$ cat src/rtl/combat_pkg.sv
// combat_pkg: player state codes, arbiter FSM states, box layout, winner codes.
// Boxes pack {x1,x2,y1,y2}, 10 bits each, inclusive corners.
package combat_pkg;

    typedef enum logic [3:0] {
        PS_IDLE      = 4'd0,
        PS_FWD       = 4'd1,
        PS_BACK      = 4'd2,
        PS_ATK_START = 4'd3,
        PS_ATK_END   = 4'd4,
        PS_ATK_PULL  = 4'd5
    } player_state_e;

    typedef enum logic [2:0] {
        ARB_FIGHT,
        ARB_SAMPLE,
        ARB_RESOLVE,
        ARB_APPLY,
        ARB_ROUND_OVER
    } arb_state_e;

    typedef enum logic [1:0] {
        WIN_NONE = 2'b00,
        WIN_P1   = 2'b01,
        WIN_P2   = 2'b10,
        WIN_DRAW = 2'b11
    } winner_e;

    localparam int BOX_W     = 40;
    localparam int COORD_W   = 10;
    localparam int BOX_X1_HI = 39;
    localparam int BOX_X1_LO = 30;
    localparam int BOX_X2_HI = 29;
    localparam int BOX_X2_LO = 20;
    localparam int BOX_Y1_HI = 19;
    localparam int BOX_Y1_LO = 10;
    localparam int BOX_Y2_HI = 9;
    localparam int BOX_Y2_LO = 0;
    localparam int STUN_W    = 8;

endpackage

$ cat src/rtl/combat_arbiter_box_overlap.sv
// box_overlap: combinational inclusive-rectangle intersection test.
module box_overlap
    import combat_pkg::*;
(
    input  logic [BOX_W-1:0] a_i,
    input  logic [BOX_W-1:0] b_i,
    output logic             hit_o
);

    logic [COORD_W-1:0] ax1, ax2, ay1, ay2;
    logic [COORD_W-1:0] bx1, bx2, by1, by2;

    assign ax1 = a_i[BOX_X1_HI:BOX_X1_LO];
    assign ax2 = a_i[BOX_X2_HI:BOX_X2_LO];
    assign ay1 = a_i[BOX_Y1_HI:BOX_Y1_LO];
    assign ay2 = a_i[BOX_Y2_HI:BOX_Y2_LO];
    assign bx1 = b_i[BOX_X1_HI:BOX_X1_LO];
    assign bx2 = b_i[BOX_X2_HI:BOX_X2_LO];
    assign by1 = b_i[BOX_Y1_HI:BOX_Y1_LO];
    assign by2 = b_i[BOX_Y2_HI:BOX_Y2_LO];

    // Touching edges count as contact.
    assign hit_o = (ax1 <= bx2) && (bx1 <= ax2) &&
                   (ay1 <= by2) && (by1 <= ay2);

endmodule

$ cat src/rtl/combat_arbiter.sv
// combat_arbiter: per-frame hit resolution, health, hitstun and round result.
// Define COMBAT_HIT_COUNT_EN to add the p1_hits/p2_hits landed-hit counters.
module combat_arbiter
    import combat_pkg::*;
#(
    parameter int unsigned HEALTH_W            = 4,
    parameter int unsigned MAX_HEALTH          = 3,
    parameter int unsigned HITSTUN_FRAMES      = 20,
    parameter logic [3:0]  ATTACK_ACTIVE_STATE = PS_ATK_END
) (
    input  logic                clk,
    input  logic                rst,
    input  logic                frame_tick,
    input  logic                restart,
    input  logic [3:0]          p1_state,
    input  logic [3:0]          p2_state,
    input  logic [BOX_W-1:0]    p1_hit_box,
    input  logic [BOX_W-1:0]    p2_hit_box,
    input  logic [BOX_W-1:0]    p1_hurt_box,
    input  logic [BOX_W-1:0]    p2_hurt_box,
    output logic [HEALTH_W-1:0] p1_health,
    output logic [HEALTH_W-1:0] p2_health,
    output logic                p1_stun,
    output logic                p2_stun,
    output logic                p1_hit_pulse,
    output logic                p2_hit_pulse,
    output logic                round_over,
`ifdef COMBAT_HIT_COUNT_EN
    output logic [7:0]          p1_hits,
    output logic [7:0]          p2_hits,
`endif
    output logic [1:0]          winner
);

    localparam logic [HEALTH_W-1:0] HP_INIT   = HEALTH_W'(MAX_HEALTH);
    localparam logic [STUN_W-1:0]   STUN_INIT = STUN_W'(HITSTUN_FRAMES);

    arb_state_e state_q, state_d;
    logic [BOX_W-1:0] hit1_q, hit1_d, hurt1_q, hurt1_d;
    logic [BOX_W-1:0] hit2_q, hit2_d, hurt2_q, hurt2_d;
    logic [3:0] st1_q, st1_d, st2_q, st2_d;
    logic hit12_q, hit12_d, hit21_q, hit21_d;
    logic armed1_q, armed1_d, armed2_q, armed2_d;
    logic pulse1_q, pulse1_d, pulse2_q, pulse2_d;
    logic [HEALTH_W-1:0] hp1_q, hp1_d, hp2_q, hp2_d;
    logic [STUN_W-1:0] stun1_q, stun1_d, stun2_q, stun2_d;
    logic [1:0] winner_q, winner_d;
    logic ov12, ov21;
`ifdef COMBAT_HIT_COUNT_EN
    logic [7:0] hits1_q, hits1_d, hits2_q, hits2_d;
`endif

    box_overlap u_ov12 (.a_i(hit1_q), .b_i(hurt2_q), .hit_o(ov12));
    box_overlap u_ov21 (.a_i(hit2_q), .b_i(hurt1_q), .hit_o(ov21));

    always_comb begin
        state_d  = state_q;
        hit1_d   = hit1_q;
        hurt1_d  = hurt1_q;
        hit2_d   = hit2_q;
        hurt2_d  = hurt2_q;
        st1_d    = st1_q;
        st2_d    = st2_q;
        hit12_d  = hit12_q;
        hit21_d  = hit21_q;
        armed1_d = armed1_q;
        armed2_d = armed2_q;
        pulse1_d = 1'b0;
        pulse2_d = 1'b0;
        hp1_d    = hp1_q;
        hp2_d    = hp2_q;
        stun1_d  = stun1_q;
        stun2_d  = stun2_q;
        winner_d = winner_q;
`ifdef COMBAT_HIT_COUNT_EN
        hits1_d  = hits1_q;
        hits2_d  = hits2_q;
`endif
        unique case (state_q)
            ARB_FIGHT: begin
                if (frame_tick) begin
                    state_d = ARB_SAMPLE;
                    hit1_d  = p1_hit_box;
                    hurt1_d = p1_hurt_box;
                    hit2_d  = p2_hit_box;
                    hurt2_d = p2_hurt_box;
                    st1_d   = p1_state;
                    st2_d   = p2_state;
                    if (stun1_q != '0) stun1_d = stun1_q - 1'b1;
                    if (stun2_q != '0) stun2_d = stun2_q - 1'b1;
                end
            end
            ARB_SAMPLE: begin
                state_d = ARB_RESOLVE;
                hit12_d = (st1_q == ATTACK_ACTIVE_STATE) && armed1_q &&
                          (stun1_q == '0) && (stun2_q == '0) && ov12;
                hit21_d = (st2_q == ATTACK_ACTIVE_STATE) && armed2_q &&
                          (stun2_q == '0) && (stun1_q == '0) && ov21;
                // Leaving the active frame re-arms: one hit per swing.
                if (st1_q != ATTACK_ACTIVE_STATE) armed1_d = 1'b1;
                if (st2_q != ATTACK_ACTIVE_STATE) armed2_d = 1'b1;
            end
            ARB_RESOLVE: begin
                state_d = ARB_APPLY;
                if (hit12_q) begin
                    hp2_d    = (hp2_q == '0) ? '0 : hp2_q - 1'b1;
                    stun2_d  = STUN_INIT;
                    pulse2_d = 1'b1;
                    armed1_d = 1'b0;
`ifdef COMBAT_HIT_COUNT_EN
                    if (hits1_q != 8'hFF) hits1_d = hits1_q + 8'd1;
`endif
                end
                if (hit21_q) begin
                    hp1_d    = (hp1_q == '0) ? '0 : hp1_q - 1'b1;
                    stun1_d  = STUN_INIT;
                    pulse1_d = 1'b1;
                    armed2_d = 1'b0;
`ifdef COMBAT_HIT_COUNT_EN
                    if (hits2_q != 8'hFF) hits2_d = hits2_q + 8'd1;
`endif
                end
            end
            ARB_APPLY: begin
                state_d = ARB_FIGHT;
                if (hp1_q == '0 || hp2_q == '0) begin
                    state_d = ARB_ROUND_OVER;
                    if (hp1_q == '0 && hp2_q == '0) winner_d = WIN_DRAW;
                    else if (hp2_q == '0)           winner_d = WIN_P1;
                    else                            winner_d = WIN_P2;
                end
            end
            ARB_ROUND_OVER: begin
                if (restart) begin
                    state_d  = ARB_FIGHT;
                    hp1_d    = HP_INIT;
                    hp2_d    = HP_INIT;
                    stun1_d  = '0;
                    stun2_d  = '0;
                    armed1_d = 1'b1;
                    armed2_d = 1'b1;
                    winner_d = WIN_NONE;
`ifdef COMBAT_HIT_COUNT_EN
                    hits1_d  = '0;
                    hits2_d  = '0;
`endif
                end
            end
            default: state_d = ARB_FIGHT;
        endcase
    end

    always_ff @(posedge clk or negedge rst) begin
        if (!rst) begin
            state_q  <= ARB_FIGHT;
            hit1_q   <= '0;
            hurt1_q  <= '0;
            hit2_q   <= '0;
            hurt2_q  <= '0;
            st1_q    <= '0;
            st2_q    <= '0;
            hit12_q  <= 1'b0;
            hit21_q  <= 1'b0;
            armed1_q <= 1'b1;
            armed2_q <= 1'b1;
            pulse1_q <= 1'b0;
            pulse2_q <= 1'b0;
            hp1_q    <= HP_INIT;
            hp2_q    <= HP_INIT;
            stun1_q  <= '0;
            stun2_q  <= '0;
            winner_q <= WIN_NONE;
`ifdef COMBAT_HIT_COUNT_EN
            hits1_q  <= '0;
            hits2_q  <= '0;
`endif
        end else begin
            state_q  <= state_d;
            hit1_q   <= hit1_d;
            hurt1_q  <= hurt1_d;
            hit2_q   <= hit2_d;
            hurt2_q  <= hurt2_d;
            st1_q    <= st1_d;
            st2_q    <= st2_d;
            hit12_q  <= hit12_d;
            hit21_q  <= hit21_d;
            armed1_q <= armed1_d;
            armed2_q <= armed2_d;
            pulse1_q <= pulse1_d;
            pulse2_q <= pulse2_d;
            hp1_q    <= hp1_d;
            hp2_q    <= hp2_d;
            stun1_q  <= stun1_d;
            stun2_q  <= stun2_d;
            winner_q <= winner_d;
`ifdef COMBAT_HIT_COUNT_EN
            hits1_q  <= hits1_d;
            hits2_q  <= hits2_d;
`endif
        end
    end

    assign p1_health    = hp1_q;
    assign p2_health    = hp2_q;
    assign p1_stun      = (stun1_q != '0);
    assign p2_stun      = (stun2_q != '0);
    assign p1_hit_pulse = pulse1_q;
    assign p2_hit_pulse = pulse2_q;
    assign round_over   = (state_q == ARB_ROUND_OVER);
    assign winner       = winner_q;
`ifdef COMBAT_HIT_COUNT_EN
    assign p1_hits      = hits1_q;
    assign p2_hits      = hits2_q;
`endif

endmodule

$ cat config.mk
export PLATFORM = sky130hd
export DESIGN_NAME = combat_arbiter
export DESIGN_NICKNAME = d
export VERILOG_FILES = /design/src/rtl/combat_pkg.sv /design/src/rtl/combat_arbiter_box_overlap.sv /design/src/rtl/combat_arbiter.sv
export SDC_FILE = /design/constraint.sdc
export NUM_CORES = 1
export LEC_CHECK = 0
export CORE_ASPECT_RATIO = 1.4
export CORE_UTILIZATION = 55
export CTS_BUF_LIST = sky130_fd_sc_hd__clkbuf_8
export DETAILED_ROUTE_END_ITERATION = 10
export PLACE_DENSITY = 0.8
export SETUP_SLACK_MARGIN = 0.05
export SKIP_LAST_GASP = 1
export SYNTH_ARGS = -nofsm -noshare
export SYNTH_HDL_FRONTEND = slang
export SYNTH_HIERARCHICAL = 1
export SYNTH_SLANG_ARGS = --single-unit
$ cat constraint.sdc
create_clock -name clk -period 2.1 [get_ports clk]
set_input_delay 0.315 -clock clk [delete_from_list [all_inputs] [get_ports clk]]
set_output_delay 0.315 -clock clk [all_outputs]
set_load 0.02 [all_outputs]
Word level (Yosys, flattened, before mapping)
Index checks and enable logic that the tools add are counted.
{ "totals": {"regBits": 203, "input_bits": 172, "output_inout_bits": 15, "wordCells": 119} }
{ "classes": {"add_sub_neg": 4, "order_cmp": 8, "n_eq_ne": 17, "muxes": 36, "n_reduce_logical": 36} }
{ "op_table": {"columns": ["op", "count"], "rows": [
  ["10-bit <= comparator", 8],
  ["8-bit 2-to-1 mux", 7],
  ["8-bit one-hot mux with 3 select lines", 2],
  ["4-bit 2-to-1 mux", 5],
  ["2-bit != test, second input constant", 9],
  ["8-bit zero test", 2],
  ["4-bit one-hot mux with 2 select lines", 2],
  ["8-bit nonzero test", 2],
  ["8-bit by 1-bit subtractor with 8-bit output, second input constant", 2],
  ["1-bit logical AND", 15],
  ["3-bit one-hot mux with 5 select lines", 1],
  ["5-bit AND reduction", 2],
  ["1-bit 2-to-1 mux", 9],
  ["3-bit 2-to-1 mux", 3],
  ["3-bit AND reduction", 3],
  ["4-bit by 3-bit equality test with 1-bit output, second input constant", 2],
  ["4-bit zero test", 2],
  ["2-bit 2-to-1 mux", 4],
  ["4-bit by 3-bit != test with 1-bit output, second input constant", 2],
  ["4-bit AND reduction", 2],
  ["4-bit by 1-bit subtractor with 4-bit output, second input constant", 2],
  ["3-bit by 2-bit equality test with 1-bit output, second input constant", 2],
  ["1-bit one-hot mux with 3 select lines", 2],
  ["3-bit nonzero test", 2],
  ["7 further kinds", 9]
]} }

Logic depth before layout (Yosys ltp)
Gate-level depths: netlist of run 1.
{ "logic_depth": {"depth_word": 5, "ltp_mapped": 9, "ltp_nobuf": 9} }

By module
The synthesis of run 1 kept the hierarchy.
{ "modules_own_cells": {"columns": ["module", "instances", "cells_each", "area_each_um2", "seq_area_each_um2"], "rows": [
  ["combat_arbiter", 1, 555, 8122.8, 5087.4],
  ["box_overlap", 2, 143, 1034.7, 0.0]
]} }

Least setup slack after synthesis of run 1
OpenSTA, ideal clock, no wires.
{ "synth_path": {"kind": "register -> register", "start": "reg state_q[0]", "end": "reg winner_q[0], in the netlist winner[0]", "setup_time_ns": 0.120, "arrival_ns": 1.684, "required_ns": 1.980, "setup_slack_ns": 0.296, "path_stages_with_launch": 6, "n_path_buf": 1, "period_less_slack_ns": 1.804, "cell_sequence": "dfrtp_1 -> buf_2 -> or3b_2 -> inv_1 -> nand2_1 -> a31o_2"} }
{ "synth_via": {"elab_chain_len": 3, "word_cells_on_any_way": 7, "classes_between": "eq/ne (4); mux (1); reduce/logical (2)"} }
{ "synth_lines": {"columns": ["item", "line_no", "rtl"], "rows": [
  ["start: declaration", "combat_arbiter.sv:38", "arb_state_e state_q, state_d;"],
  ["start signal: assignment", "combat_arbiter.sv:178", "state_q <= state_d;"],
  ["3-bit equality test *", null, null],
  ["via round_over", "combat_arbiter.sv:27", "output logic round_over,"],
  ["2-bit != test (no source line) / 2-bit nonzero test (equally long branches)", null, null],
  ["3-bit AND reduction (no source line)", null, null],
  ["end signal: assignment", "combat_arbiter.sv:195", "winner_q <= winner_d;"],
  ["end: declaration", "combat_arbiter.sv:47", "logic [1:0] winner_q, winner_d;"]
]} }
The timed path passes the listed nets; every way through them passes the cells marked *.
A chain may end at the register's enable or synchronous reset.

Worst setup path in the final report of run 1
{ "layout_path": {"start": "reg hurt1_q[37]", "end": "reg hit21_q"} }
{ "layout_via": {"elab_chain_len": 5} }
{ "layout_lines": {"columns": ["item", "line_no", "rtl"], "rows": [
  ["start: declaration", "combat_arbiter.sv:39", "logic [BOX_W-1:0] hit1_q, hit1_d, hurt1_q, hurt1_d;"],
  ["start signal: assignment", "combat_arbiter.sv:180", "hurt1_q <= hurt1_d;"],
  ["10-bit <= comparator", "combat_arbiter_box_overlap.sv:23", "assign hit_o = (ax1 <= bx2) && (bx1 <= ax2) &&"],
  ["1-bit logical AND (2 in series)", "combat_arbiter_box_overlap.sv:23", null],
  ["1-bit logical AND", "combat_arbiter_box_overlap.sv:24", "(ay1 <= by2) && (by1 <= ay2);"],
  ["via ov21", "combat_arbiter.sv:48", "logic ov12, ov21;"],
  ["1-bit logical AND", "combat_arbiter.sv:98", "(stun2_q == '0) && (stun1_q == '0) && ov21;"],
  ["end signal: assignment", "combat_arbiter.sv:186", "hit21_q <= hit21_d;"],
  ["end: declaration", "combat_arbiter.sv:42", "logic hit12_q, hit12_d, hit21_q, hit21_d;"]
]} }
The timed path passes the listed nets, and every way through them passes these cells.

==> out/metrics.yaml, run 1 <==
grt_max_degree: 72
ant_nets: 0
grt_util_met2_pct: 43.9
antenna_found_initial: 2
synth_flop_cell: "dfrtp_1"
post-route-util_pct: 74.6
fillers: 1260
design_area_um2: 13500
wl_per_cell_um: 16.8
final-max-slew-violation-count: 0
synth_area_leaders: "dfrtp_1 (48%), mux2_2 (19%), ha_1 (10%)"
grt_use_met3_pct: 5.38
wl_mm: 22.5
cts.path.max_buffers: 3
status: "complete, no violations"
fp.dieH_um: 163
grt_pass1_wl_mm: 36.2
vias: 7242
synth.distinct_cells: 59
insertion_delay_ns: 0.51
crit_fanout: 2
crit_required_ns: 2.51
layout_common_cells: "dfrtp_1 (197), clkdlybuf4s50_1 (178), mux2_2 (169)"
cts_tree: "done"
avgSynthCellArea_um2: 12.1
synth_nets: 1097
setup_viol: 0
htreeDepth: 2
dr.first_iter.drc_count: 238
gp_congestion: 0.829
worst_slack_ns: 0.0629
dpl-instance-area_um2: 12600
coreArea_um2: 18100
multi_input_area_um2: 4810
ir_drop_mv: 0.765
dpl_worst_slack_ns: -0.0353
synth_area_leader_cell: "dfrtp_1"
first_pass_iters: 5
rows: 58
synth_edf_count: 0
initial_utilization_pct: 56.4
tightestPinTransition_ns: 0.532
dp_cells: 1273
timing.fmax_mhz: 491
synth_seq_area_share_pct: 49.9
synth_top_area_share_pct: 48.4
cp-end-kind: "register"
arrival_ns: 2.45
grt_pass1_vias: 7726
cts_buffers: 35
overflow: 0
async_reset_ff_share_pct: 100
yosys_warnings: 6
power.density_nw_per_um2: 1380
relSlewSlack_pct: 64.2
nNetsFinal: 1331
syn_to_final_growth_pct: 32.2
p_total_mw: 18.6
final_cells: 1340
chipWidth_um: 117
reg2reg_depth: 8
start_kind: "register"
use_met1_pct: 28.0
place_hpwl_mm: 16.5
p_leak_nw: 6.03
drc: 0
syn_area_um2: 10200
viasPerCell: 5.40
mostFrequentLayoutCell: "dfrtp_1"
seqCellArea_um2: 5090
fin_setup_tns_ns: 0
cts.sinks: 203
drive_above_1_share_pct: 28.2
synth-seq-cells: 203
crit_type: "reg2reg"
grt_setup_unrepaired: "yes"
die-area_um2: 19100
root_buffer: "clkbuf_8"
io_pins: 187
hold_viol_final: 0
track_usage_pct: 24.5
grt_busiest_layer: "met2"
skew_ns: 0.0302
worstHoldPathType: "in2async"
whs_ns: 0.319
post-route-period-util_pct: 97.0
path_clk_slew_ns: 0.07
drv_cap: 0
portBuffers: 186
period_minus_slack_ns: 2.04
netlist_instances: 841
repair_timing:
action                     in CTS  in global routing
hold buffers                    1                  0
pin swaps                       4                 13
setup buffers                   0                  4
setup endpoints to repair       7                  9
hold endpoints to repair       44                  0
resized for setup              22                 29
sequential cells by signal (all words and copies together) (netlist names), 2 cells and up:
| name | flops |
|---|---|
| hit2_q | 40 |
| st2_q | 4 |
| hurt1_q | 40 |
| hit1_q | 40 |
| st1_q | 4 |
| winner | 2 |
| stun1_q | 8 |
| state_q | 3 |
| stun2_q | 8 |
| p1_health | 4 |
| p2_health | 4 |
| hurt2_q | 40 |
layout make-up:
type / count / area share, %
sequential: 203 / 37.8
inverter: 105 / 2.93
tap: 240 / 2.23
timing repair buffer: 220 / 16.5
antenna: 3 / 0.0557
clock buffer: 43 / 4.39
clock inverter: 16 / 0.474
multi-input combinational: 510 / 35.7
final timing paths:
path / from / to / slack, ns
worst max-delay path: hurt1_q[37] / hit21_q / 0.06
worst min-delay path: rst / hit1_q[2] / 0.32
worst max register to register: hurt1_q[37] / hit21_q / 0.06
worst min register to register: stun1_q[7] / stun1_q[7] / 0.49
max in group asynchronous: rst / p2_health[0] / 1.04
min in group clk: p1_state[3] / st1_q[3] / 0.41
synth_stat cells (all sizes together) (5+ instances only):
| cell type | instances |
|---|---|
| nor2 | 26 |
| buf | 22 |
| a21o | 9 |
| mux2 | 169 |
| a31oi | 6 |
| ha | 84 |
| dfrtp | 197 |
| o41ai | 8 |
| inv | 105 |
| nor3 | 14 |
| o31ai | 8 |
| nand2 | 24 |
| dfstp | 6 |
| nand3 | 16 |
| a211oi | 7 |
| o21ai | 19 |
| nand4 | 16 |
| nand3b | 5 |
| nand2b | 5 |
| a21oi | 39 |
power by group:
part           switching [mW]  internal (mW)
Combinational            3.75           4.57
Clock                    1.52           1.83
Sequential               1.16           5.77
cells by family (layout without fill, tap and decap cells):
logic type | Yosys count | after routing | share of synthesized area [%]
DFF | 203 | 203 | 49.9
muxes | 172 | 172 | 19.0
and+or+nand+nor | 133 | 133 | 7.14
buffers and inverters | 128 | 384 | 5.03
AOI/OAI and AO/OA | 120 | 120 | 8.54
adders and majority gates | 84 | 84 | 10.3
xor gates and xnor gates | 1 | 1 | 0.0859
other | 0 | 3 | 0
metal layers:
metal	vias to the layer above	share of wire, %
met5	-	0
met4	0	2.9
met3	53	5.2
met2	193	53
met1	3535	39
li1	3461	-
critical path, stage by stage, from the launching register on:
cell and delay, ns:
dfrtp_1 0.39, ha_1 0.31, a211oi_2 0.21, nor2_2 0.08, o41ai_2 0.34, buf_4 0.16
o2111a_1 0.20, nand2_1 0.07, o41ai_2 0.20
Note: power is estimated with default switching activity, not from simulation.
==> inputs of run 2 (changes only) <==
--- a/config.mk
+++ b/config.mk
@@ -6,6 +6,7 @@
 export NUM_CORES = 1
 export LEC_CHECK = 0
 export CORE_ASPECT_RATIO = 1.4
+export CORE_MARGIN = 3
 export CORE_UTILIZATION = 55
 export CTS_BUF_LIST = sky130_fd_sc_hd__clkbuf_8
 export DETAILED_ROUTE_END_ITERATION = 10
==> out/metrics.yaml, run 2 (same netlist as run 1, synthesis figures left out) <==
arrival_ns: 2.44
die-area_um2: 20200
tightestPinTransition_ns: 0.542
overflow: 0
fp.dieH_um: 167
p_total_mw: 18.9
ir_drop_mv: 0.771
start_kind: "register"
cts.sinks: 203
drv_cap: 0
antenna_found_initial: 1
skew_ns: 0.00994
period_minus_slack_ns: 2.03
dpl-instance-area_um2: 12600
worstHoldPathType: "in2async"
status: "complete, no violations"
crit_type: "reg2reg"
grt_pass1_vias: 7935
grt_max_degree: 55
relSlewSlack_pct: 63.6
grt_pass1_wl_mm: 37.9
chipWidth_um: 121
rows: 58
drc: 0
final_cells: 1349
timing.fmax_mhz: 493
wl_mm: 23.2
mostFrequentLayoutCell: "dfrtp_1"
htreeDepth: 2
insertion_delay_ns: 0.51
place_hpwl_mm: 17.1
vias: 7246
io_pins: 187
syn_to_final_growth_pct: 32.9
fillers: 1230
coreArea_um2: 18100
cts_tree: "done"
viasPerCell: 5.37
ant_nets: 0
cts.path.max_buffers: 3
final-max-slew-violation-count: 0
gp_congestion: 0.842
power.density_nw_per_um2: 1400
layout_common_cells: "dfrtp_1 (197), clkdlybuf4s50_1 (178), mux2_2 (169)"
hold_viol_final: 0
post-route-period-util_pct: 96.6
dr.first_iter.drc_count: 302
track_usage_pct: 23.3
portBuffers: 186
path_clk_slew_ns: 0.06
wl_per_cell_um: 17.2
setup_viol: 0
grt_setup_unrepaired: "yes"
p_leak_nw: 6.11
initial_utilization_pct: 56.4
drive_above_1_share_pct: 28.4
first_pass_iters: 4
post-route-util_pct: 75.0
design_area_um2: 13600
dp_cells: 1275
root_buffer: "clkbuf_8"
cp-end-kind: "register"
crit_required_ns: 2.51
nNetsFinal: 1336
cts_buffers: 36
crit_fanout: 2
-- run 2: final timing paths --
check / end / from / cells after the start / slack, ns
hold reg to reg: stun1_q[7] / stun1_q[7] / 1 / 0.50
min in group clk: hit1_q[25] / p1_hit_box[25] / 2 / 0.41
setup / recovery: hit21_q / hit2_q[27] / 9 / 0.07
hold / removal: hit1_q[1] / rst / 2 / 0.34
max in group asynchronous: armed2_q / rst / 3 / 1.07
setup reg to reg: hit21_q / hit2_q[27] / 9 / 0.07
-- run 2: metal layers --
layer	global-route usage, %	vias to the layer above	wire (um)
met5	0	-	0
met4	9.71	0	830
met3	4.96	59	1050
met2	42.3	180	12500
met1	26.2	3535	8800
li1	-	3472	-
-- run 2: timing repair --
action,4_1_cts,5_1_grt
hold endpoints to repair,51,0
pin swaps,4,12
gates resized for setup,26,15
setup endpoints to repair,8,5
buffers inserted,4,2
hold buffers,1,0
-- run 2: stage by stage --
step | setup TNS (ns) | hold WS (ns) | worst slack, ns
after global placement | 0 | 0.313 | 0.0420
after global routing | -0.0577 | 0.361 | -0.0414
after detailed placement | -0.111 | 0.316 | -0.0885
after floorplan | 0 | 0.0194 | 0.296
final | 0 | 0.336 | 0.0718
after CTS | -0.0200 | 0.310 | -0.0200
-- run 2: area by class of cell --
cell class / instances / area, um2 / share of cell area [%]
Sequential cell: 203 / 5090 / 37.5
Inverter: 105 / 394 / 2.91
Clock inverter: 17 / 105 / 0.776
Timing Repair Buffer: 224 / 2270 / 16.7
Clock buffer: 49 / 674 / 4.98
Multi-Input combinational cell: 510 / 4720 / 34.8
Antenna cell: 1 / 2.50 / 0.0185
Tap cell: 240 / 300 / 2.22
-- run 2: worst max-delay path, cell delays in order (launching register included) --
cell	delay, ns
dfrtp_1	0.38
inv_2	0.07
ha_4	0.20
a211oi_2	0.18
nor2_1	0.08
o41ai_2	0.35
buf_4	0.17
o2111a_1	0.21
nand2_1	0.08
o41ai_2	0.20
-- run 2: power breakdown --
| part | total [mW] | switching [mW] | internal, mW | leakage, nW |
|---|---|---|---|---|
| combinational | 8.24 | 3.73 | 4.51 | 3.28 |
| clock | 3.83 | 1.62 | 2.21 | 0.432 |
| sequential | 6.88 | 1.11 | 5.77 | 2.40 |
==> inputs of run 3 (changes only) <==
--- a/config.mk
+++ b/config.mk
@@ -6,7 +6,7 @@
 export NUM_CORES = 1
 export LEC_CHECK = 0
 export CORE_ASPECT_RATIO = 1.4
-export CORE_MARGIN = 3
+export CORE_MARGIN = 2
 export CORE_UTILIZATION = 55
 export CTS_BUF_LIST = sky130_fd_sc_hd__clkbuf_8
 export DETAILED_ROUTE_END_ITERATION = 10
==> out/metrics.yaml, run 3 (same netlist as run 1, synthesis figures left out) <==
insertion_delay_ns: 0.50
start_kind: "register"
critPathTopFamily: "compound AO/OA/AOI/OAI gates"
ir_drop_mv: 0.844
io_pins: 187
first_pass_iters: 4
coreArea_um2: 18100
hold_viol_final: 0
initial_utilization_pct: 56.4
htreeDepth: 2
gp_congestion: 0.841
grt_max_degree: 66
vias: 7199
root_buffer: "clkbuf_8"
setup_viol: 0
skew_ns: 0.0123
grt_setup_unrepaired: "yes"
whs_ns: 0.392
drv_cap: 0
crit_chain: "ha_1 -> a21o_1 -> nand3_1 -> a21oi_1 -> o41ai_2 -> o2111a_1 -> nand2_1 -> o41ai_2"
place_hpwl_mm: 16.7
max_stage_delay_ns: 0.39
crit_type: "reg2reg"
syn_to_final_growth_pct: 31.8
mostFrequentLayoutCell: "dfrtp_1"
fp.dieH_um: 165
final_cells: 1350
drive_above_1_share_pct: 28.0
final-max-slew-violation-count: 0
cts.sinks: 203
track_usage_pct: 23.3
cts.path.max_buffers: 3
nNetsFinal: 1341
worstHoldPathType: "in2async"
cts_tree: "done"
drc: 0
overflow: 0
fin_setup_tns_ns: 0
power.density_nw_per_um2: 1360
dr.first_iter.drc_count: 252
timing.fmax_mhz: 484
portBuffers: 186
dp_cells: 1281
path_buf_inv: 0
arrival_ns: 2.45
crit_path_frequent_cell: "o41ai_2"
wl_mm: 22.4
grt_use_met3_pct: 5.12
die-area_um2: 19700
critPathSlowestCell: "dfrtp_1"
cp-end-kind: "register"
grt_util_met2_pct: 42.6
tightestPinTransition_ns: 0.577
relSlewSlack_pct: 61.2
path_clk_slew_ns: 0.06
use_met1_pct: 26.8
p_leak_nw: 6.09
grt_pass1_wl_mm: 36.6
crit_fanout: 2
post-route-util_pct: 74.4
period_minus_slack_ns: 2.06
ant_nets: 0
layout_common_cells: "dfrtp_1 (197), clkdlybuf4s50_1 (178), mux2_2 (169)"
wl_per_cell_um: 16.6
antenna_found_initial: 2
crit_required_ns: 2.49
rows: 58
post-route-period-util_pct: 98.3
grt_busiest_layer: "met2"
chipWidth_um: 119
grt_pass1_vias: 7698
status: "complete, no violations"
cts_buffers: 35
viasPerCell: 5.33
-- run 3: cell count changes in the layout (fill, tap and decap cells not counted), moves of 3 or more --
cell | previous run | this run
buf_4 | 27 | 35
clkbuf_8 | 50 | 45
clkinv_2 | 3 | 6
ha_1 | 79 | 82
ha_4 | 5 | 2
inv_2 | 5 | 2
-- run 3: final cells by class --
class / instances / area, um2
Multi-Input combinational cell: 510 / 4680
Tap cell: 240 / 300
Sequential cell: 203 / 5090
Antenna cell: 3 / 7.51
Timing Repair Buffer: 230 / 2290
Clock inverter: 15 / 67.6
Fill cell: 1266 / 4630
Inverter: 105 / 394
Clock buffer: 44 / 606
-- run 3: worst register-to-register path: stages, from the launching register on --
cell and delay, ns:
dfrtp_1 0.39, ha_1 0.29, a21o_1 0.18, nand3_1 0.08, a21oi_1 0.08, o41ai_2 0.38
o2111a_1 0.28, nand2_1 0.08, o41ai_2 0.21
-- run 3: repair_timing --
action / CTS / global route
endpoints found under the setup margin: 7 / 6
pin swaps: 5 / 4
buffers inserted: 2 / 4
cloned: 0 / 0
endpoints found under the hold margin: 58 / 0
gates resized for setup: 22 / 11
hold buffers: 1 / 0
-- run 3: where the power goes --
group	switching (mW)	internal (mW)	leakage, nW
logic	3.65	4.41	3.30
clock network	1.55	1.88	0.383
registers	1.08	5.77	2.40
-- run 3: worst paths after layout --
path                                start           end  slack (ns)  cells after the start
hold reg to reg                stun2_q[0]    stun2_q[0]        0.50                      1
setup / recovery              hurt2_q[33]       hit12_q        0.04                      8
min in group clk           p1_hit_box[15]    hit1_q[15]        0.42                      2
hold / removal                        rst     hit1_q[5]        0.39                      2
setup reg to reg              hurt2_q[33]       hit12_q        0.04                      8
max in group asynchronous             rst  p1_health[1]        1.03                      3
-- run 3: stage by stage --
stage                     power, mW  worst slack, ns  cell area, um2
after global routing           19.9          -0.0659           13400
after detailed placement       14.7          -0.0469           12600
final                          18.3           0.0360           13400
after global placement         14.4           0.0376           12600
after floorplan                12.4            0.296           10200
after CTS                      18.4           0.0208           13400
-- run 3: layer usage --
metal	routed length [um]	vias up
li1	-	3483
met1	8640	3507
met2	12100	168
met3	1100	41
met4	546	0
met5	0	-
==> patch 1 (settings of run 1) <==
Encoding of `arb_state_e`: now Gray code (3 bits for 5 states).
--- a/src/rtl/combat_pkg.sv
+++ b/src/rtl/combat_pkg.sv
@@ -12,11 +12,11 @@
     } player_state_e;
 
     typedef enum logic [2:0] {
-        ARB_FIGHT,
-        ARB_SAMPLE,
-        ARB_RESOLVE,
-        ARB_APPLY,
-        ARB_ROUND_OVER
+        ARB_FIGHT      = 3'b000,
+        ARB_SAMPLE     = 3'b001,
+        ARB_RESOLVE    = 3'b011,
+        ARB_APPLY      = 3'b010,
+        ARB_ROUND_OVER = 3'b110
     } arb_state_e;
 
     typedef enum logic [1:0] {
Behaviour: same outputs for any inputs over 4 cycles, from zero or initial values and one cycle with rst low; so few cycles prove little.
==> patch 1 against run 1 <==
Synthesized area rose by 0.95%; critical endpoint unchanged; sequential power rose by 2%; setup slack got worse by 5.3 ps; non-clock buffer count rose by 5; sequential cell count did not move; critical path depth rose by 1; wire length fell by 0.15%; cell area fell by 0.10%; total power rose by 5.2%.
==> patch 1: results (changes against run 1) <==
run_status:
  outcome: "complete, no violations"
global_routing:
  grt_pass1_vias: 7820  # +1.2%
  antenna_found_initial: 0  # -2
  grt_max_degree: 61  # -15%
  grt_usage: 0.240  # -0.00458
  grt_pass1_wl_um: 36700  # +1.4%
sta:
  fin_skew_ps: 20.1  # -10.1 ps
  worst-slew-pin-transition_ps: 665  # +132 ps
clock_network:
  cts_buffer_depth: 3  # unchanged
  insertion_delay_ps: 520
  h-tree-depth: 2  # unchanged
  clock-root-buffer: "clkbuf_8"
  cts-buffers-inserted: 34  # -2.9%
  clkTransAtPathRegs_ps: 60
hold_path:
  hp-class: "primary input to async pin"
pwr:
  power.leakage_nw: 6.07  # +0.66%
  peakVddDrop_mv: 0.775  # +1.3%
yosys:
  synth.distinct_cells: 56  # -5.1%
  ys_seq_area_frac: 0.494  # -0.00467
  yosys.area.top_type: "dfrtp_1"
  synth_commonest_cells: "197 x dfrtp_1, 123 x mux2_2, 102 x inv_1"
  synth.area.top_cells: "dfrtp_1 48%, mux2_2 13%, ha_1 10%"
  ys_warn_count: 6  # unchanged
  async_flop_share: 1.00  # unchanged
  syn_nets: 1113  # +1.5%
cells_and_area:
  n_fill_cell: 1261  # +0.079%
  layout-drive-gt1-share: 0.233  # -0.0486
  fin_nets: 1344  # +0.98%
setup_path:
  cp_max_fo: 2  # unchanged
  slowest_delay_ps: 410  # +20 ps
  arrival_ps: 2460
  crit_family: "compound AO/OA/AOI/OAI gates"
  worstRegToRegCells: 9  # +1
  cp_slowest_cell: "o41ai_2"
detailed_routing:
  drt-initial-drc-count: 304  # +28%
  wl_per_cell_um: 16.6  # -1.1%
  drtPass1Iterations: 4  # -1
  via_count: 7357  # +1.6%
place:
  place_congestion: 0.832  # +0.37%
  dp_hpwl_um: 16500  # -0.11%
  port_buffers: 186  # unchanged
==> patch 1: metal layers <==
metal / routed length, um / vias to the layer above / global-route usage / share of wire
li1: - / 3513 / - / -
met1: 8690 / 3606 / 0.266 / 0.39
met2: 12000 / 182 / 0.448 / 0.53
met3: 1000 / 56 / 0.0413 / 0.045
met4: 742 / 0 / 0.114 / 0.033
met5: 0 / - / 0 / 0
==> patch 1: logic make-up after synthesis <==
| kind of cell | count (synthesis) | synth area share |
|---|---|---|
| multiplexers | 168 | 0.184 |
| XOR/XNOR | 1 | 0.000851 |
| AO/OA/AOI/OAI | 130 | 0.0894 |
| adder cells (fa/ha/maj) | 84 | 0.102 |
| flip-flops | 203 | 0.494 |
| buffers and inverters | 133 | 0.0568 |
| AND/OR/NAND/NOR | 138 | 0.0725 |
==> patch 1: cell type report <==
type	count	share of cell area
tap	240	0.0223
timing repair buffer	225	0.165
clock buffer	41	0.0419
multi-input combinational	521	0.356
clock inverter	18	0.00744
sequential	203	0.378
inverter	103	0.0287
antenna	2	0.000372
==> patch 1: final timing paths <==
kind,start,to,slack [ps]
min,rst,state_q[0]$_DFFE_PN0P_,290
min reg2reg,hit1_q[25]$_DFFE_PN0P_,hit1_q[25]$_DFFE_PN0P_,490
min in group clk,p2_hurt_box[39],hurt2_q[39]$_DFFE_PN0P_,400
max reg2reg,hit2_q[3]$_DFFE_PN0P_,hit21_q$_DFFE_PN0P_,60
max,hit2_q[3]$_DFFE_PN0P_,hit21_q$_DFFE_PN0P_,60
max in group asynchronous,rst,hurt2_q[23]$_DFFE_PN0P_,1130
==> patch 1: metrics by stage <==
| stage | instance area [um^2] | hold WS, ps | power (mW) | setup WS [ps] | std cells |
|---|---|---|---|---|---|
| 4_1_cts | 13300 | 287 | 19.4 | -129 | 1349 |
| 3_5_place_dp | 12600 | 290 | 15.7 | -35.2 | 1288 |
| 3_3_place_gp | 12600 | 290 | 15.3 | -1.75 | 1288 |
| 2_1_floorplan | 10300 | 19.4 | 13.2 | 313 | 857 |
| 5_1_grt | 13500 | 351 | 21.1 | -29.3 | 1351 |
| 6_report | 13500 | 290 | 19.6 | 57.6 | 1353 |
==> patch 1: repair_timing <==
action | 4_1_cts | 5_1_grt
endpoints found under the hold margin | 40 | 0
resized for setup | 19 | 21
pin swaps | 3 | 9
hold buffers | 1 | 0
setup buffers | 1 | 2
endpoints found under the setup margin | 8 | 6
==> patch 1: power by group <==
group          switching (mW)  leakage [nW]  total, mW  internal, mW
clock network            1.56         0.391       3.44          1.89
registers                1.21          2.41       7.08          5.87
logic                    4.25          3.27       9.04          4.79
==> patch 2 (settings of run 1) <==
Without the edit above. Add a define of `COMBAT_HIT_COUNT_EN`.
--- a/src/rtl/combat_arbiter.sv
+++ b/src/rtl/combat_arbiter.sv
@@ -1,5 +1,7 @@
 // combat_arbiter: per-frame hit resolution, health, hitstun and round result.
 // Define COMBAT_HIT_COUNT_EN to add the p1_hits/p2_hits landed-hit counters.
+`define COMBAT_HIT_COUNT_EN
+
 module combat_arbiter
     import combat_pkg::*;
 #(
Behaviour (old outputs only; new: p1_hits and p2_hits): unchanged (Yosys induction, for registers that start in step).
==> patch 2 against run 1 <==
Cell area up 8.8%; setup slack better by 37 ps; worst hold slack better by 14 ps; wire length is 14% higher; clock skew shrank 9.8 ps; total power up 7.7%; synthesized area grew 9.9%; sequential cell count increased by 16; largest cell class unchanged.
==> patch 2: results (changes against run 1) <==
run_status:
  outcome: "complete, no violations"
cells_and_area:
  clockNetworkAreaShare: 0.0470  # -0.00164
  comb.multi_input.count: 601  # +18%
  multi_input_area_share: 0.354  # -0.00256
  n_fill_cell: 1416  # +12%
  design_area_um2: 14700  # +8.8%
  fin_nets: 1478  # +11%
  layout-drive-gt1-share: 0.258  # -0.0234
  seq_area_um2: 5490  # +7.9%
  layout.non_clock_buffers: 258  # +17%
  layoutNonFillerInstCount: 1498  # +12%
  clockBufferCount: 46  # +7.0%
  bufAreaShareNonClock: 0.175  # +0.0107
yosys:
  ys_seq_area_frac: 0.490  # -0.00930
  syn_nets: 1216  # +11%
  synth_fa_ha_area_frac: 0.0938  # -0.00931
  synth_commonest_cells: "213 x dfrtp_1, 169 x mux2_2, 104 x inv_1"
  synth_mux_area_frac: 0.172  # -0.0178
  synth.area.top_cells: "dfrtp_1 48%, mux2_2 17%, ha_1 9.4%"
  synth.distinct_cells: 57  # -3.4%
  syn_area_per_cell_um2: 11.7  # -3.7%
  yosys.area.top_type: "dfrtp_1"
die:
  die_x_um: 123  # +4.8%
detailed_routing:
  via_count: 8308  # +15%
  wl_per_cell_um: 17.0  # +1.6%
sta:
  fin_skew_ps: 20.4  # -9.78 ps
  worst_hold_slack_ps: 333  # +14.3 ps
clock_network:
  cts_setup_buffers: 7  # +7
  cts.sinks: 219  # +7.9%
  cts-buffers-inserted: 37  # +5.7%
  cts_resized: 20  # -9.1%
setup_path:
  slowest_delay_ps: 610  # +220 ps
  cp_slowest_cell: "clkdlybuf4s50_1"
  worstRegToRegCells: 7  # -1
  r2r_slack_ps: 100  # +40 ps
  cp_max_fo: 5  # +3
  r2r-start: "hit2_q[17]$_DFFE_PN0P_"
  crit_family: "buffers and inverters"
  worstReg2RegEnd: "hit21_q$_DFFE_PN0P_"
place:
  port_buffers: 202  # +8.6%
  place_ws_ps: 32.3  # +67.6 ps
  postPlaceCellArea_um2: 13800  # +9.7%
  dp_hpwl_um: 18500  # +12%
  place_congestion: 0.845  # +1.9%
  dp.cells: 1423  # +12%
pwr:
  p_sw_frac: 0.351  # +0.00561
  p_comb_mw: 8.96  # +7.7%
  p_seq_mw: 7.47  # +7.8%
  peakVddDrop_mv: 0.832  # +8.8%
  power.leakage_nw: 6.58  # +9.1%
global_routing:
  grt_usage: 0.249  # +0.00403
  grt_pass1_vias: 8650  # +12%
  grt_max_degree: 58  # -19%
  grt_pass1_wl_um: 41000  # +13%
## patch 2: routing by layer
layer  GRT usage  share of wire  wire, um  up-vias
met3      0.0413          0.047      1190       66
met5           0              0         0        -
met2       0.449           0.53     13400      235
met4       0.119          0.037       952        0
li1            -              -         -     3962
met1       0.281           0.39      9930     4045
## patch 2: worst max-delay path by stage
stage | from | slack, ps | endpoint
6_report | p1_health[1]$_DFFE_PN1P_ | 100 | p1_health[1]
5_1_grt | hit2_q[3]$_DFFE_PN0P_ | 10 | hit21_q$_DFFE_PN0P_
4_1_cts | stun2_q[0]$_DFFE_PN0P_ | 30 | p2_stun
3_5_place_dp | hit1_q[17]$_DFFE_PN0P_ | 30 | hit12_q$_DFFE_PN0P_
3_3_place_gp | hit1_q[27]$_DFFE_PN0P_ | 50 | hit12_q$_DFFE_PN0P_
2_1_floorplan | p1_hits[0]$_DFFE_PN0P_ | 150 | p1_hits[3]$_DFFE_PN0P_
